<file path="src/rtl/rotr_pkg.sv">
// rotr_pkg: operation encodings and log2 helper shared by the rotate/shift pipeline
package rotr_pkg;

    typedef enum logic [1:0] {
        ROTR = 2'd0,
        ROTL = 2'd1,
        SHR  = 2'd2,
        SHL  = 2'd3
    } mode_t;

    function automatic int log2(input int n);
        int r;
        r = 0;
        for (int i = 0; i < 31; i++)
            if ((1 << i) < n) r = i + 1;
        return r;
    endfunction

endpackage

</file>
<file path="src/rtl/rotr_stage.sv">
// rotr_stage: one registered level, conditionally moving the word by 2**K
module rotr_stage
    import rotr_pkg::*;
#(
    parameter int WIDTH = 32,
    parameter int TAG_W = 4,
    parameter int K = 0,
    localparam int LEVELS = log2(WIDTH)
) (
    input  logic              clk,
    input  logic              rst,
    input  logic              ld,
    input  logic              in_valid,
    input  logic [WIDTH-1:0]  in_data,
    input  logic [LEVELS-1:0] in_amt,
    input  logic [1:0]        in_mode,
    input  logic [TAG_W-1:0]  in_tag,
    output logic              out_valid,
    output logic [WIDTH-1:0]  out_data,
    output logic [LEVELS-1:0] out_amt,
    output logic [1:0]        out_mode,
    output logic [TAG_W-1:0]  out_tag
);

    localparam int S = 1 << K;

    logic [WIDTH-1:0] nd;

    always_comb
        nd = !in_amt[K]        ? in_data :
             in_mode == ROTR   ? {in_data[S-1:0], in_data[WIDTH-1:S]} :
             in_mode == ROTL   ? {in_data[WIDTH-S-1:0], in_data[WIDTH-1:WIDTH-S]} :
             in_mode == SHR    ? in_data >> S :
                                 in_data << S;

    // only valid is reset; payload is don't-care while invalid
    always_ff @(posedge clk) begin
        if (rst)
            out_valid <= 1'b0;
        else if (ld)
            out_valid <= in_valid;
        if (ld) begin
            out_data <= nd;
            out_amt  <= in_amt;
            out_mode <= in_mode;
            out_tag  <= in_tag;
        end
    end

endmodule

</file>
<file path="src/rtl/rotr_pipe.sv">
// rotr_pipe: LEVELS-deep elastic rotate/shift pipeline with valid/ready on both ports
module rotr_pipe
    import rotr_pkg::*;
#(
    parameter int WIDTH = 32,
    parameter int TAG_W = 4,
    localparam int LEVELS = log2(WIDTH)
) (
    input  logic              clk,
    input  logic              rst,
    input  logic              in_valid,
    output logic              in_ready,
    input  logic [WIDTH-1:0]  in_data,
    input  logic [LEVELS-1:0] in_amt,
    input  logic [1:0]        in_mode,
    input  logic [TAG_W-1:0]  in_tag,
    output logic              out_valid,
    input  logic              out_ready,
    output logic [WIDTH-1:0]  out_data,
    output logic [TAG_W-1:0]  out_tag
);

    // index k is the input of stage k; index LEVELS is the pipeline output
    logic [LEVELS:0]   v;
    logic [LEVELS:0]   ld;
    logic [WIDTH-1:0]  d [LEVELS+1];
    logic [LEVELS-1:0] a [LEVELS+1];
    logic [1:0]        m [LEVELS+1];
    logic [TAG_W-1:0]  t [LEVELS+1];
    logic              unused_tail;

    assign v[0] = in_valid;
    assign d[0] = in_data;
    assign a[0] = in_amt;
    assign m[0] = in_mode;
    assign t[0] = in_tag;
    assign ld[LEVELS] = out_ready;

    for (genvar k = 0; k < LEVELS; k++) begin : g_stage
        // a stage may load when empty or when its successor is taking its word
        assign ld[k] = !v[k+1] || ld[k+1];
        rotr_stage #(.WIDTH(WIDTH), .TAG_W(TAG_W), .K(k)) u_stage (
            .clk(clk),
            .rst(rst),
            .ld(ld[k]),
            .in_valid(v[k]),
            .in_data(d[k]),
            .in_amt(a[k]),
            .in_mode(m[k]),
            .in_tag(t[k]),
            .out_valid(v[k+1]),
            .out_data(d[k+1]),
            .out_amt(a[k+1]),
            .out_mode(m[k+1]),
            .out_tag(t[k+1])
        );
    end

    assign in_ready    = ld[0];
    assign out_valid   = v[LEVELS];
    assign out_data    = d[LEVELS];
    assign out_tag     = t[LEVELS];
    assign unused_tail = ^{a[LEVELS], m[LEVELS]};

endmodule

</file>
<file path="config.mk">
export PLATFORM = sky130hd
export DESIGN_NAME = rotr_pipe
export DESIGN_NICKNAME = d
export VERILOG_FILES = /design/src/rtl/rotr_pkg.sv /design/src/rtl/rotr_stage.sv /design/src/rtl/rotr_pipe.sv
export SDC_FILE = /design/constraint.sdc
export NUM_CORES = 1
export LEC_CHECK = 0
export BUFFER_PORTS_ARGS = -buffer_cell sky130_fd_sc_hd__buf_2
export CAP_MARGIN = 15
export CORE_UTILIZATION = 39
export CTS_CLUSTER_SIZE = 10
export DETAILED_ROUTE_END_ITERATION = 8
export SKIP_LAST_GASP = 1
export SLEW_MARGIN = 10
export SYNTH_ARGS = -nofsm -noshare
export SYNTH_HDL_FRONTEND = slang
export SYNTH_SLANG_ARGS = --single-unit
</file>
<file path="constraint.sdc">
create_clock -name clk -period 3.2 [get_ports clk]
set_input_delay 0.48 -clock clk [delete_from_list [all_inputs] [get_ports clk]]
set_output_delay 0.48 -clock clk [all_outputs]
set_load 0.05 [all_outputs]
</file>
==> flow_summary.json <==
{
  "cts.clk_slew.worst_paths_ns": 0.05,
  "cts_resized": 0,
  "die_area_um2": 25400,
  "cts_made_buffers": 24,
  "die_y_um": 159,
  "hold_buffers": 0,
  "drive_above_1_share_pct": 15.3,
  "power_mw": 6.70,
  "die_x_um": 159,
  "crit_fanout": 18,
  "worstHoldPathType": "input pin to flop",
  "yosys_register_bits": 203,
  "critPathSlowestCell": "nand3_2",
  "setup_slack_ns": 0.694,
  "seq_area_um2": 6050,
  "ys_seq_area_share_pct": 62.7,
  "htreeDepth": 1,
  "seqPwrFrac_pct": 51.4,
  "dr.pass1.iters": 4,
  "grt_overflow_total": 0,
  "cts_tree": "done",
  "min_period_over_period_pct": 78.3,
  "max_stage_delay_ns": 0.44,
  "syn-num-nets": 833,
  "diodes": 0,
  "nets": 871,
  "rows": 57,
  "io_pins": 85,
  "combinationalPowerShare_pct": 12.5,
  "hpwl_um": 11300,
  "grt_antenna_before_repair": 0,
  "clkPwrFrac_pct": 36.1,
  "clk_path_buf_depth": 3,
  "dp_slack_ns": 0.943,
  "rsz0062_at_grt": "false",
  "grt.total_usage_pct": 12.9,
  "vias": 5592,
  "cpLargestDelayFamily": "simple AND/OR/NAND/NOR gates",
  "area_growth_pct": 11.6,
  "grt_pass1_vias": 5189,
  "p_leak_nw": 4.25,
  "status": "finished, final reports clean",
  "setup_viol": 0,
  "drv_slew": 0,
  "endpoint_kind": "output pin",
  "wl_um": 16200,
  "wire_per_inst_um": 13.9,
  "cp.arrival_ns": 2.03,
  "viasPerCell": 4.80,
  "criticalPathCategory": "flop to output pin",
  "fillers": 2253,
  "worstPathCellList": "and4b_1, nand3_2, buf_2",
  "grt_pass1_wl_um": 27000,
  "max-vdd-ir-drop_mv": 0.291,
  "min_period_ns": 2.51,
  "hold_viol_final": 0,
  "layout.cells.non_filler": 1166,
  "p_int_mw": 5.01,
  "drc": 0,
  "startpoint_type": "flop",
  "clock_skew_ns": 0.0166,
  "grt_max_degree": 65,
  "core_region_area_um2": 24300,
  "setup_tns_ns": 0,
  "syn_area_per_cell_um2": 12.3,
  "power_density_nw_per_um2": 623,
  "final_cell_mix": "198 x edfxtp_1, 128 x nor2_1, 101 x a21oi_1",
  "start_util_pct": 39.7,
  "max_freq_mhz": 399,
  "yosysUniqueCellTypes": 24,
  "cts_post_setup_buffers_inserted": 0,
  "drtIter0Drc": 226,
  "worstMarginPinSlew_ns": 0.986,
  "postSynthCellCount": 786,
  "place_inst": 1122,
  "crit_buf_inv": 1,
  "multiInputGateArea_um2": 3000,
  "p_sw_mw": 1.69,
  "layout_commonest_cell": "edfxtp_1",
  "gp_congestion": 0.769,
  "port_buffers": 84,
  "ant_nets": 0,
  "syn-cell-area_um2": 9650,
  "root_buffer": "clkbuf_16",
  "cts_sinks": 203,
  "required_ns": 2.72,
  "synth_warnings": 0,
  "clkLatencyLatePin_ns": 0.51,
  "maxCapViolCount": 0,
  "slew_headroom_pct": 34.3,
  "switching_share_pct": 25.2
}
routing by layer:
layer  share of wire, %  up-vias  GRT usage, %
li1                   -     2933             -
met1                 48     2517          17.7
met2                 45      118          20.9
met3                3.9       24          2.50
met4                2.2        0          3.50
met5                  0        -             0
registers in the layout, summed over array words and instances, names as in the netlist:
| name | cells |
|---|---|
| g_stage.u_stage.out_data | 160 |
| g_stage.u_stage.out_tag | 20 |
| g_stage.u_stage.out_amt | 10 |
| g_stage.u_stage.out_mode | 8 |
| g_stage.u_stage.out_valid | 5 |
per-stage QoR:
step / utilization [%] / hold WS [ns] / area, um^2
2_1_floorplan: - / 0.400 / 9650
3_3_place_gp: 41.3 / 0.402 / 10100
3_5_place_dp: 41.3 / 0.405 / 10100
4_1_cts: 44.3 / 0.133 / 10800
5_1_grt: 44.3 / 0.133 / 10800
6_report: 44.3 / 0.151 / 10800
power by group through the flow:
stage / clock, mW / sequential (mW) / combinational (mW)
after floorplan: 0 / 3.44 / 0.751
after global placement: 0 / 3.50 / 0.836
after detailed placement: 0 / 3.50 / 0.843
after CTS: 2.49 / 3.45 / 0.847
after global routing: 2.59 / 3.48 / 0.923
final: 2.42 / 3.44 / 0.840
cell type report:
| class | count | area share [%] |
|---|---|---|
| tap | 324 | 3.77 |
| clock buffer | 43 | 6.43 |
| timing repair buffer | 97 | 4.81 |
| multi-input combinational | 476 | 27.9 |
| sequential | 203 | 56.2 |
| clock inverter | 1 | 0.151 |
| inverter | 22 | 0.767 |
worst reg2reg max path: stages, from the launching register on:
cell and delay (ns):
dfxtp_1 0.37, and4b_1 0.29, nand3_2 0.44, buf_4 0.45
Yosys cell counts (all sizes together):
| cell type | instances | area, um^2 |
|---|---|---|
| nand2b | 33 | 206 |
| nand3 | 1 | 5.00 |
| o31ai | 17 | 128 |
| inv | 22 | 82.6 |
| nand3b | 17 | 128 |
| o22ai | 1 | 6.26 |
| clkbuf | 14 | 52.6 |
| or3b | 15 | 131 |
| and4b | 1 | 10.0 |
| buf | 71 | 470 |
| nor2b | 1 | 6.26 |
| mux2i | 98 | 981 |
| edfxtp | 198 | 5950 |
| a21boi | 1 | 18.8 |
| a22o | 16 | 140 |
| dfxtp | 5 | 100 |
| nand2 | 16 | 60.1 |
| a21oi | 101 | 505 |
| nor2 | 128 | 480 |
| a31oi | 30 | 188 |
path summary, 6_finish.rpt:
check,from,endpoint,slack (ns),cells past startpoint
setup / recovery,g_stage[4].u_stage.out_valid,in_ready,0.69,3
hold / removal,in_amt[1],g_stage[0].u_stage.out_amt[1],0.15,1
setup reg to reg,g_stage[4].u_stage.out_valid,g_stage[0].u_stage.out_amt[3],1.35,3
hold reg to reg,g_stage[1].u_stage.out_tag[1],g_stage[2].u_stage.out_tag[1],0.41,0
logic make-up after synthesis:
| group | synth area share [%] |
|---|---|
| AOI/OAI and AO/OA | 10.2 |
| buffers and inverters | 6.28 |
| muxes | 10.2 |
| DFF | 62.7 |
| and+or+nand+nor | 10.6 |
(Power assumes the default switching activity.)
